<file path="src/rtl/pipe_skid_reg.sv">
// pipe_skid_reg: valid/ready pipeline stage register with a 2-entry skid
// buffer (main + skid), synchronous flush, and replay of the most recently
// transferred beat from a one-entry history register.
// Optional feature: define PIPE_SKID_STALL_CNT_EN to add stall_cnt_o, a
// saturating 16-bit count of cycles where a valid beat is held by the
// downstream (cleared by flush).
module pipe_skid_reg #(
    parameter int DATA_W = 40
) (
    input  logic              clk,
    input  logic              rst_n,
    input  logic              up_valid_i,
    output logic              up_ready_o,
    input  logic [DATA_W-1:0] up_data_i,
    output logic              dn_valid_o,
    input  logic              dn_ready_i,
    output logic [DATA_W-1:0] dn_data_o,
    input  logic              flush_i,
    input  logic              replay_i,
    output logic [1:0]        occupancy_o
`ifdef PIPE_SKID_STALL_CNT_EN
    ,
    output logic [15:0]       stall_cnt_o
`endif
);

    // Main entry feeds the output; skid catches the beat accepted while the
    // downstream stalls; history holds the last beat handed downstream.
    logic              m_v, s_v, h_v, rp;
    logic [DATA_W-1:0] m_d, s_d, h_d;

    logic              m_v_nx, s_v_nx, h_v_nx, rp_nx;
    logic [DATA_W-1:0] m_d_nx, s_d_nx, h_d_nx;

    logic              up_fire, dn_fire;

    // While replaying, the history beat overrides main on the output.
    assign dn_valid_o  = rp | m_v;
    assign dn_data_o   = rp ? h_d : m_d;
    // Upstream is blocked when the skid is full, during replay, or on flush.
    assign up_ready_o  = !s_v && !rp && !flush_i;
    assign occupancy_o = {1'b0, m_v} + {1'b0, s_v};

    assign up_fire = up_valid_i & up_ready_o;
    assign dn_fire = dn_valid_o & dn_ready_i;

    // Next-state selection: flush, then replay-active, then normal streaming.
    always_comb begin
        // NOTE: every next-state signal gets its hold value first, so branches
        // that leave a register alone cannot infer a latch.
        m_v_nx = m_v;
        m_d_nx = m_d;
        s_v_nx = s_v;
        s_d_nx = s_d;
        h_v_nx = h_v;
        h_d_nx = h_d;
        rp_nx  = rp;

        if (flush_i) begin
            // Any downstream transfer this cycle is discarded along with the queue.
            m_v_nx = 1'b0;
            m_d_nx = '0;
            s_v_nx = 1'b0;
            s_d_nx = '0;
            h_v_nx = 1'b0;
            h_d_nx = '0;
            rp_nx  = 1'b0;
        end else if (rp) begin
            // Queue is frozen; the replayed beat leaving ends the replay.
            if (dn_fire) begin
                rp_nx = 1'b0;
            end
        end else begin
            if (dn_fire) begin
                // The departing main beat becomes the replay candidate.
                h_v_nx = 1'b1;
                h_d_nx = m_d;
                if (s_v) begin
                    m_d_nx = s_d;
                    s_v_nx = 1'b0;
                end else if (up_fire) begin
                    m_d_nx = up_data_i;
                end else begin
                    m_v_nx = 1'b0;
                end
            end else if (up_fire) begin
                if (!m_v) begin
                    m_d_nx = up_data_i;
                    m_v_nx = 1'b1;
                end else begin
                    s_d_nx = up_data_i;
                    s_v_nx = 1'b1;
                end
            end
            // A beat leaving this same cycle is already the new history.
            if (replay_i && (h_v || dn_fire)) begin
                rp_nx = 1'b1;
            end
        end
    end

    // State registers with asynchronous active-low reset to all zero.
    always_ff @(posedge clk or negedge rst_n) begin
        if (!rst_n) begin
            m_v <= 1'b0;
            m_d <= '0;
            s_v <= 1'b0;
            s_d <= '0;
            h_v <= 1'b0;
            h_d <= '0;
            rp  <= 1'b0;
        end else begin
            // NOTE: non-blocking assignments so every register samples the
            // pre-edge values computed above, independent of statement order.
            m_v <= m_v_nx;
            m_d <= m_d_nx;
            s_v <= s_v_nx;
            s_d <= s_d_nx;
            h_v <= h_v_nx;
            h_d <= h_d_nx;
            rp  <= rp_nx;
        end
    end

`ifdef PIPE_SKID_STALL_CNT_EN
    logic [15:0] stall_cnt;

    // Count cycles with a valid beat refused downstream; saturate, flush clears.
    always_ff @(posedge clk or negedge rst_n) begin
        if (!rst_n) begin
            stall_cnt <= '0;
        end else if (flush_i) begin
            stall_cnt <= '0;
        end else if (dn_valid_o && !dn_ready_i && (stall_cnt != 16'hFFFF)) begin
            stall_cnt <= stall_cnt + 16'd1;
        end
    end

    assign stall_cnt_o = stall_cnt;
`endif

endmodule

</file>
<file path="config.mk">
export PLATFORM = sky130hd
export DESIGN_NAME = pipe_skid_reg
export DESIGN_NICKNAME = d
export VERILOG_FILES = /design/src/rtl/pipe_skid_reg.sv
export SDC_FILE = /design/constraint.sdc
export NUM_CORES = 1
export LEC_CHECK = 0
export CAP_MARGIN = 20
export CORE_MARGIN = 8
export CORE_UTILIZATION = 50
export CTS_BUF_LIST = sky130_fd_sc_hd__clkbuf_8 sky130_fd_sc_hd__clkbuf_16
export DETAILED_ROUTE_END_ITERATION = 16
export GPL_ROUTABILITY_DRIVEN = 0
export PLACE_DENSITY = 0.75
export SETUP_SLACK_MARGIN = 0.4
export SYNTH_ARGS = -nofsm -noshare
export SYNTH_HDL_FRONTEND = slang
export SYNTH_SLANG_ARGS = --single-unit
</file>
<file path="constraint.sdc">
create_clock -name clk -period 1.91 [get_ports clk]
set_input_delay 0.382 -clock clk [delete_from_list [all_inputs] [get_ports clk]]
set_output_delay 0.382 -clock clk [all_outputs]
set_load 0.05 [all_outputs]
</file>
==> results of run 1 <==
==> synthesized netlist by cell type (all sizes together), types with 2 or more instances <==
library cell	count
a21oi	82
and3b	2
buf	37
clkbuf	19
dfrtp	124
inv	2
mux2	40
mux2i	40
nand2	81
nand2b	3
nand3	40
nand3b	2
nor2	5
nor3	3
o211ai	2
o21ai	40
o2bb2ai	40
or2	2
==> power groups by stage <==
stage                     clock network [W]  logic (W)  registers [W]
final                               0.00347    0.00191        0.00286
after global routing                0.00360    0.00196        0.00286
after CTS                           0.00336    0.00171        0.00283
after detailed placement                  0    0.00147        0.00287
after global placement                    0    0.00145        0.00286
after floorplan                           0   0.000779        0.00283
==> what timing repair did <==
item | in CTS | in global routing
pin swaps | 162 | 9
hold endpoints to repair | 18 | 0
gates resized for setup | 247 | 107
endpoints found under the setup margin | 166 | 167
cloned | 12 | 1
hold buffers | 1 | 0
setup buffers | 17 | 8
==> logic make-up (layout without fill, tap and decap cells) <==
family / after synthesis / after routing / synth area share, %
AO/OA/AOI/OAI: 167 / 167 / 17.32
AND/OR/NAND/NOR: 140 / 141 / 10.56
flip-flops: 124 / 124 / 52.91
multiplexers: 80 / 80 / 14.51
buffers and inverters: 58 / 192 / 4.480
adder cells (fa/ha/maj): 1 / 1 / 0.2133
==> sequential cells by signal (all words and copies together) (netlist names) <==
| name | flops |
|---|---|
| h_d | 40 |
| h_v | 1 |
| m_d | 40 |
| m_v | 1 |
| rp | 1 |
| s_d | 40 |
| s_v | 1 |
==> worst max path at each step <==
| stage | depth (start not counted) | to | slack, ns |
|---|---|---|---|
| 2_1_floorplan | 3 | up_ready_o | 0.38 |
| 3_3_place_gp | 4 | s_d[6] | -0.01 |
| 3_5_place_dp | 4 | s_d[9] | -0.09 |
| 4_1_cts | 4 | dn_data_o[31] | -0.16 |
| 5_1_grt | 4 | dn_data_o[31] | -0.21 |
| 6_report | 4 | dn_data_o[31] | -0.21 |
==> critical path: stages (launching register included) <==
cell and delay [ns]:
sky130_fd_sc_hd__dfrtp_4 0.52, sky130_fd_sc_hd__buf_6 0.16, sky130_fd_sc_hd__buf_12 0.14, sky130_fd_sc_hd__mux2_4 0.33
sky130_fd_sc_hd__buf_12 0.16
==> per-stage QoR <==
step / area (sq um) / instances / hold slack, ns
final: 10040 / 848 / 0.2775
after global routing: 10040 / 848 / 0.2668
after CTS: 9417 / 839 / 0.2420
after detailed placement: 7675 / 777 / 0.2933
after global placement: 7675 / 777 / 0.2901
after floorplan: 6055 / 570 / 0.08641
==> per-layer routing <==
metal / share of wire (%) / track usage [%] / vias to the layer above
met3: 8.4 / 5.830 / 134
li1: - / - / 2290
met5: 0 / 0 / -
met2: 49 / 46.82 / 454
met4: 6.1 / 16.23 / 0
met1: 37 / 31.94 / 2970
==> final cells by class <==
type,count,area (sq um)
sequential,124,3109
inverter,2,7.507
timing repair buffer,158,2349
clock inverter,13,165.2
clock buffer,19,452.9
fill,438,1374
tap,143,178.9
multi-input combinational,389,3782
==> results.sh, run 1 <==
export IMPL_run_status="finished with violations"
export IMPL_failed_checks="negative setup slack"
export IMPL_layout_area_overhead_vs_synth_pct=71.28
export IMPL_postRouteAntennaNets=0
export IMPL_root_buffer="sky130_fd_sc_hd__clkbuf_16"
export IMPL_mostFrequentLayoutCell="sky130_fd_sc_hd__dfrtp_1"
export IMPL_hpwl_microns=10340
export IMPL_regToRegEndpoint="h_d[22]"
export IMPL_dr_pass1_iters=5
export IMPL_n_antenna_cell=0
export IMPL_tns_ns=-14.31
export IMPL_synth_top_area_share_pct=52.91
export IMPL_clock_insertion_delay_worst_skew_ns=0.43
export IMPL_worst_clock_skew_ns=0.01180
export IMPL_vdd_ir_drop_worst_mv=0.9580
export IMPL_netSwitchingFraction_pct=30.60
export IMPL_syn_num_nets=617
export IMPL_cp_arrival_ns=1.74
export IMPL_finalWirelength_microns=25780
export IMPL_cts_inserted_buffers=17
export IMPL_final_layout_size_suffix_gt1_share_pct=53.19
export IMPL_post_route_util_pct=87.97
export IMPL_netlist_top_cell_by_area="sky130_fd_sc_hd__dfrtp_1"
export IMPL_synthesis_area_per_instance_sq_um=10.29
export IMPL_final_nets=739
export IMPL_p_leak_nw=4.167
export IMPL_initial_core_util_pct=51.36
export IMPL_final_min_clock_period_ns=2.123
export IMPL_hold_path_startpoint="flush_i"
export IMPL_chipHeight_microns=124.3
export IMPL_first_iter_violations=668
export IMPL_grt_pass1_wl_microns=34210
export IMPL_worst_hold_path_type="primary input to register"
export IMPL_comb_power_share_pct=23.2
export IMPL_synthesis_area_sq_um=5864
export IMPL_rsz0062_at_grt="yes"
export IMPL_cts_tree="built"
export IMPL_detailroute_via_count=5848
export IMPL_worstReg2RegStart="rp"
export IMPL_number_of_antenna_violations_at_the_first_check_in_global_routing=0
export IMPL_switchingPower_w=0.002522
export IMPL_holdPathEnd="m_v"
export IMPL_synthesis_yosys_warnings=0
export IMPL_synth_flop_cell="sky130_fd_sc_hd__dfrtp_1"
export IMPL_synth_edff_count=0
export IMPL_slew_limit_headroom_pct=37.95
export IMPL_power_density_nw_per_um2=820.5
export IMPL_worst_hold_path_cells=2
export IMPL_critPathLaunch="rp"
export IMPL_io_buffer_count=89
export IMPL_synth_ff_latch_count=124
export IMPL_die_area_sq_um=15450
export IMPL_synth_async_reset_ratio_pct=100.0
export IMPL_top_level_ports=90
export IMPL_post_drt_via_cell_ratio=6.896
export IMPL_worstSetupEndpointType="output port"
export IMPL_placementRows=39
export IMPL_drt_drc_violations_left=0
export IMPL_post_layout_power_w=0.008242
export IMPL_layout_common_cells="sky130_fd_sc_hd__dfrtp_1, sky130_fd_sc_hd__buf_12, sky130_fd_sc_hd__a21oi_2"
export IMPL_intPower_w=0.005719
export IMPL_worst_ep_required_time_ns=1.53
export IMPL_first_global_vias=5995
export IMPL_grt_overflow_total=0
export IMPL_fmaxAchievable_mhz=470.9
export IMPL_core_area_sq_um=11420
export IMPL_clockBufferDepth=2
export IMPL_htree_num_levels=4
export IMPL_sequentialPowerShare_pct=34.7
export IMPL_wire_per_inst_microns=30.40
export IMPL_synth_top_cells_by_area="sky130_fd_sc_hd__dfrtp_1, sky130_fd_sc_hd__mux2_2, sky130_fd_sc_hd__a21oi_1"
export IMPL_grt_max_degree=56
export IMPL_placement_setup_worst_slack_ns=-0.08919
export IMPL_finalWorstSetupSlack_ns=-0.2134
export IMPL_worst_r2r_path_depth=10
export IMPL_final_setup_violation_count=148
export IMPL_synth_seq_area_share_pct=52.91
export IMPL_synth_cell_types=28
export IMPL_min_period_over_period_pct=111.2
export IMPL_critical_path_startpoint_type="register"
export IMPL_timing_setup_critical_path_class="register to output port"
export IMPL_drv_cap=0
export IMPL_pwr_share_clk_pct=42.1
export IMPL_rrSetupSlack_ns=-0.14
export IMPL_cts_sinks=124
export IMPL_synth_cells=570
export IMPL_die_width_microns=124.3
export IMPL_crit_path_max_fanout=5
export IMPL_slew_viol_final=0
export IMPL_hold_viol=0
export IMPL_clk_pin_slew_ns=0.06
export IMPL_timing_worst_slew_pin_value_ns=0.9308
export IMPL_all_layer_gr_usage_pct=27.76
Note: power is estimated with default switching activity, not from simulation.
==> run 2: changes to the inputs <==
--- a/config.mk
+++ b/config.mk
@@ -6,7 +6,7 @@
 export NUM_CORES = 1
 export LEC_CHECK = 0
 export CAP_MARGIN = 20
-export CORE_MARGIN = 8
+export CORE_MARGIN = 4
 export CORE_UTILIZATION = 50
 export CTS_BUF_LIST = sky130_fd_sc_hd__clkbuf_8 sky130_fd_sc_hd__clkbuf_16
 export DETAILED_ROUTE_END_ITERATION = 16
==> run 2 against run 1 <==
First-iteration DRC count decreased by 19%; combinational power down 16%; sequential share of layout area increased by 4.2 points; the flow still finishes with violations (negative setup slack); register-to-register slack gained 0.07 ns; critical endpoint is now dn_data_o[37]; critical path type unchanged; die area shrank 12%.
==> results.sh, run 2 (synthesis gave the netlist of run 1 again) <==
export IMPL_hold_viol=0
export IMPL_post_drt_via_cell_ratio=6.407
export IMPL_rsz0062_at_grt="yes"
export IMPL_cell_area_reported_after_detailed_placement_sq_um=7405
export IMPL_final_min_clock_period_ns=2.047
export IMPL_clk_pin_slew_ns=0.05
export IMPL_cp_slowest_cell="sky130_fd_sc_hd__dfrtp_4"
export IMPL_worst_clock_skew_ns=0.006799
export IMPL_grt_pass1_wl_microns=29070
export IMPL_fmaxAchievable_mhz=488.6
export IMPL_cp_arrival_ns=1.66
export IMPL_finalWorstSetupSlack_ns=-0.1367
export IMPL_critPathBufInv=2
export IMPL_final_layout_size_suffix_gt1_share_pct=35.40
export IMPL_vdd_ir_drop_worst_mv=0.6239
export IMPL_hpwl_microns=9979
export IMPL_crit_path_max_fanout=9
export IMPL_timing_worst_slew_pin_value_ns=0.8476
export IMPL_dpl_cell_count=775
export IMPL_layout_common_cells="sky130_fd_sc_hd__dfrtp_1, sky130_fd_sc_hd__nand2_1, sky130_fd_sc_hd__a21oi_1"
export IMPL_worstSetupEndpointType="output port"
export IMPL_largest_registers="h_d x40, m_d x40, s_d x40"
export IMPL_max_stage_delay_ns=0.57
export IMPL_power_density_nw_per_um2=891.0
export IMPL_stdcell_area_sq_um=8848
export IMPL_clockBufferDepth=2
export IMPL_tns_ns=-4.842
export IMPL_chipHeight_microns=116.3
export IMPL_htree_num_levels=4
export IMPL_root_buffer="sky130_fd_sc_hd__clkbuf_16"
export IMPL_critical_path_startpoint_type="register"
export IMPL_min_period_over_period_pct=107.2
export IMPL_slew_limit_headroom_pct=43.49
export IMPL_clock_insertion_delay_worst_skew_ns=0.42
export IMPL_failed_checks="negative setup slack"
export IMPL_drt_drc_violations_left=0
export IMPL_finalHoldWorstSlack_ns=0.4308
export IMPL_critical_path_cell_chain="buf_12 -> mux2_4 -> buf_12"
export IMPL_cp_top_family="flip-flops"
export IMPL_fin_cells=836
export IMPL_first_global_vias=5400
export IMPL_grt_max_degree=61
export IMPL_placementRows=39
export IMPL_cts_sinks=124
export IMPL_drv_cap=0
export IMPL_slew_viol_final=0
export IMPL_worst_ep_required_time_ns=1.53
export IMPL_finalWirelength_microns=20010
export IMPL_core_area_sq_um=11470
export IMPL_p_leak_nw=3.883
export IMPL_placement_setup_worst_slack_ns=-0.05440
export IMPL_postRouteAntennaNets=0
export IMPL_all_layer_gr_usage_pct=28.39
export IMPL_grt_overflow_total=0
export IMPL_worst_hold_path_type="primary input to register"
export IMPL_detailroute_via_count=5356
export IMPL_number_of_antenna_violations_at_the_first_check_in_global_routing=1
export IMPL_rrSetupSlack_ns=-0.07
export IMPL_first_iter_violations=542
export IMPL_final_nets=727
export IMPL_cts_tree="built"
export IMPL_die_width_microns=116.3
export IMPL_cts_inserted_buffers=17
export IMPL_timing_critical_path_mode_cell="sky130_fd_sc_hd__buf_12"
export IMPL_wire_per_inst_microns=23.93
export IMPL_final_setup_violation_count=46
export IMPL_num_fill_cells=610
export IMPL_dr_pass1_iters=5
export IMPL_initial_core_util_pct=51.14
export IMPL_timing_setup_critical_path_class="register to output port"
export IMPL_die_area_sq_um=13530
export IMPL_top_level_ports=90
export IMPL_io_buffer_count=89
export IMPL_layout_area_overhead_vs_synth_pct=50.89
export IMPL_run_status="finished with violations"
export IMPL_mostFrequentLayoutCell="sky130_fd_sc_hd__dfrtp_1"
run 2: final cells by class:
class,count,area [sq um],area share [%]
Antenna cell,1,2.502,0.02828
Clock buffer,21,480.5,5.430
Clock inverter,10,146.4,1.654
Inverter,2,7.507,0.08484
Multi-Input combinational cell,390,3004,33.95
Sequential cell,124,3109,35.14
Tap cell,143,178.9,2.022
Timing Repair Buffer,145,1919,21.69
run 2: worst paths after layout:
check / startpoint / to / cells after the start
worst max-delay path: rp / dn_data_o[37] / 3
worst min-delay path: flush_i / rp / 2
worst max register to register: rp / m_d[15] / 8
worst min register to register: m_d[26] / m_d[26] / 1
max in group asynchronous: rst_n / h_d[10] / 3
min in group asynchronous: rst_n / m_d[33] / 2
run 2: where the power goes:
part,switching [W],internal (W)
clock network,0.00116,0.00229
logic,0.000901,0.000700
registers,0.0000972,0.00273
total,0.00216,0.00573
run 2: timing repair:
item                       CTS  global route
resized for setup          107            51
gates cloned                11             1
setup buffers               15             1
pin swaps                    2            10
hold buffers                 1             0
setup endpoints to repair  166           166
hold endpoints to repair    37             0
run 2: per-stage QoR:
| stage | util [%] | power, W |
|---|---|---|
| final | 77.16 | 0.007884 |
| after global routing | 77.16 | 0.008083 |
| after CTS | 75.14 | 0.007770 |
| after detailed placement | 64.57 | 0.004209 |
| after global placement | 64.57 | 0.004179 |
| after floorplan | - | 0.003611 |
run 2: per-layer routing:
| layer | global-route usage [%] | up-vias | wire length (microns) |
|---|---|---|---|
| li1 | - | 2257 | - |
| met1 | 37.41 | 2695 | 7803 |
| met2 | 46.15 | 336 | 9893 |
| met3 | 6.269 | 68 | 1629 |
| met4 | 10.90 | 0 | 681 |
| met5 | 0 | - | 0 |
==> run 3: changes to the inputs <==
--- a/config.mk
+++ b/config.mk
@@ -5,7 +5,7 @@
 export SDC_FILE = /design/constraint.sdc
 export NUM_CORES = 1
 export LEC_CHECK = 0
-export CAP_MARGIN = 20
+export CAP_MARGIN = 30
 export CORE_MARGIN = 4
 export CORE_UTILIZATION = 50
 export CTS_BUF_LIST = sky130_fd_sc_hd__clkbuf_8 sky130_fd_sc_hd__clkbuf_16
==> constraint.sdc (replaced) <==
create_clock -name clk -period 2.3 [get_ports clk]
set_input_delay 0.46 -clock clk [delete_from_list [all_inputs] [get_ports clk]]
set_output_delay 0.46 -clock clk [all_outputs]
set_load 0.05 [all_outputs]
==> run 3 against run 2 <==
The run ends with negative hold slack left; utilization down 10 points; power down 21%; clock power down 16%; critical path depth unchanged; highest routed layer unchanged.
==> results.sh, run 3 (synthesis gave the netlist of run 1 again) <==
export IMPL_finalWirelength_microns=16100
export IMPL_sequentialPowerShare_pct=37.5
export IMPL_final_setup_violation_count=0
export IMPL_die_area_sq_um=13530
export IMPL_fmaxAchievable_mhz=471.5
export IMPL_postRouteAntennaNets=0
export IMPL_pwr_share_clk_pct=46.5
export IMPL_drt_drc_violations_left=0
export IMPL_post_route_util_pct=66.93
export IMPL_post_drt_via_cell_ratio=5.994
export IMPL_p_leak_nw=3.577
export IMPL_mostFrequentLayoutCell="sky130_fd_sc_hd__dfrtp_1"
export IMPL_cts_inserted_buffers=17
export IMPL_htree_num_levels=4
export IMPL_io_buffer_count=89
export IMPL_top_level_ports=90
export IMPL_number_of_antenna_violations_at_the_first_check_in_global_routing=0
export IMPL_worst_clock_skew_ns=0.006321
export IMPL_grt_overflow_total=0
export IMPL_switchingPower_w=0.001639
export IMPL_hpwl_microns=9712
export IMPL_layout_common_cells="sky130_fd_sc_hd__dfrtp_1, sky130_fd_sc_hd__a21oi_1, sky130_fd_sc_hd__nand2_1"
export IMPL_final_layout_size_suffix_gt1_share_pct=24.70
export IMPL_core_area_sq_um=11470
export IMPL_intPower_w=0.004607
export IMPL_detailroute_via_count=4885
export IMPL_num_fill_cells=850
export IMPL_final_nets=707
export IMPL_slew_limit_headroom_pct=69.90
export IMPL_grt_max_degree=50
export IMPL_first_global_vias=5025
export IMPL_finalWorstSetupSlack_ns=0.1791
export IMPL_placement_setup_worst_slack_ns=0.2506
export IMPL_clk_pin_slew_ns=0.05
export IMPL_initial_core_util_pct=51.14
export IMPL_timing_worst_slew_pin_value_ns=0.4516
export IMPL_worst_r2r_path_depth=6
export IMPL_dr_pass1_iters=6
export IMPL_min_period_over_period_pct=92.21
export IMPL_layout_area_overhead_vs_synth_pct=30.87
export IMPL_fin_cells=815
export IMPL_die_width_microns=116.3
export IMPL_hold_buffers=0
export IMPL_root_buffer="sky130_fd_sc_hd__clkbuf_16"
export IMPL_critical_path_startpoint_type="register"
export IMPL_power_density_nw_per_um2=813.8
export IMPL_clockBufferDepth=2
export IMPL_run_status="finished with violations"
export IMPL_worstReg2RegStart="rp"
export IMPL_area_taken_by_multi_input_logic_gates_sq_um=2557
export IMPL_netSwitchingFraction_pct=26.24
export IMPL_n_antenna_cell=0
export IMPL_regToRegEndpoint="s_d[29]"
export IMPL_first_iter_violations=294
export IMPL_timing_setup_critical_path_class="register to output port"
export IMPL_hold_viol=10
export IMPL_cts_sinks=124
export IMPL_slew_viol_final=0
export IMPL_worstSetupEndpointType="output port"
export IMPL_chipHeight_microns=116.3
export IMPL_largest_registers="h_d x40, m_d x40, s_d x40"
export IMPL_rrSetupSlack_ns=0.49
export IMPL_grt_pass1_wl_microns=25770
export IMPL_vdd_ir_drop_worst_mv=0.5118
export IMPL_worst_hold_path_type="primary input to asynchronous set/reset pin"
export IMPL_all_layer_gr_usage_pct=24.86
export IMPL_rsz0062_at_grt="yes"
export IMPL_clock_insertion_delay_worst_skew_ns=0.42
export IMPL_finalHoldWorstSlack_ns=-0.01222
export IMPL_crit_path_max_fanout=19
export IMPL_failed_checks="negative hold slack"
export IMPL_cts_tree="built"
export IMPL_drv_cap=0
export IMPL_placementRows=39
export IMPL_area_taken_by_flip_flops_and_latches_sq_um=3109
export IMPL_dpl_cell_count=771
export IMPL_tns_ns=0
export IMPL_cp_arrival_ns=1.66
export IMPL_worst_ep_required_time_ns=1.84
export IMPL_wire_per_inst_microns=19.75
export IMPL_comb_power_share_pct=15.9
export IMPL_final_min_clock_period_ns=2.121
run 3: cell types whose count changed in the layout (fill, tap and decap cells not counted), sizes merged:
cell / before / now
dlygate4sd3: 1 / 0
clkbuf: 22 / 23
buf: 100 / 84
dlymetal6s2s: 1 / 0
clkdlybuf4s50: 42 / 43
or3: 3 / 1
inv: 5 / 4
diode: 1 / 0
clkinv: 3 / 2
run 3: worst max-delay path by stage:
stage / from / endpoint / slack, ns
floorplan: flush_i / up_ready_o / 0.55
global placement: dn_ready_i / s_d[16] / 0.34
detailed placement: dn_ready_i / s_d[30] / 0.25
CTS: rp / dn_data_o[6] / 0.18
global route: rp / dn_data_o[6] / 0.15
finish: rp / dn_data_o[6] / 0.18
run 3: worst max-delay path: stages (launching register included):
cell,delay [ns]
sky130_fd_sc_hd__dfrtp_4,0.47
sky130_fd_sc_hd__buf_12,0.20
sky130_fd_sc_hd__mux2_2,0.37
sky130_fd_sc_hd__buf_4,0.19
run 3: area by class of cell:
cell class | instances | area share [%]
clock inverter | 8 | 1.793
clock buffer | 23 | 6.619
tap | 143 | 2.331
inverter | 2 | 0.09782
timing repair buffer | 127 | 15.32
multi-input combinational | 388 | 33.32
sequential | 124 | 40.51
run 3: stage by stage:
step / total power (W) / area [sq um]
detailed placement: 0.003333 / 6897
global placement: 0.003311 / 6897
CTS: 0.006242 / 7597
floorplan: 0.002946 / 5876
global route: 0.006450 / 7675
finish: 0.006246 / 7675
run 3: repair_timing:
action                                  in CTS  in global routing
endpoints found under the setup margin      44                 67
resized for setup                            6                  1
gates cloned                                 1                  0
buffers inserted                             2                 10
run 3: power groups by stage:
stage | sequential [W] | combinational [W] | clock [W]
after floorplan | 0.00235 | 0.000597 | 0
after global placement | 0.00238 | 0.000931 | 0
after detailed placement | 0.00239 | 0.000948 | 0
after CTS | 0.00235 | 0.000972 | 0.00292
after global routing | 0.00235 | 0.00105 | 0.00304
final | 0.00234 | 0.000995 | 0.00291
run 3: per-layer routing:
layer / global-route usage, % / wire [microns] / vias to the layer above
met5: 0 / 0 / -
met4: 9.822 / 367 / 0
met3: 7.306 / 1120 / 31
met2: 40.24 / 7984 / 204
met1: 31.54 / 6622 / 2445
li1: - / - / 2205
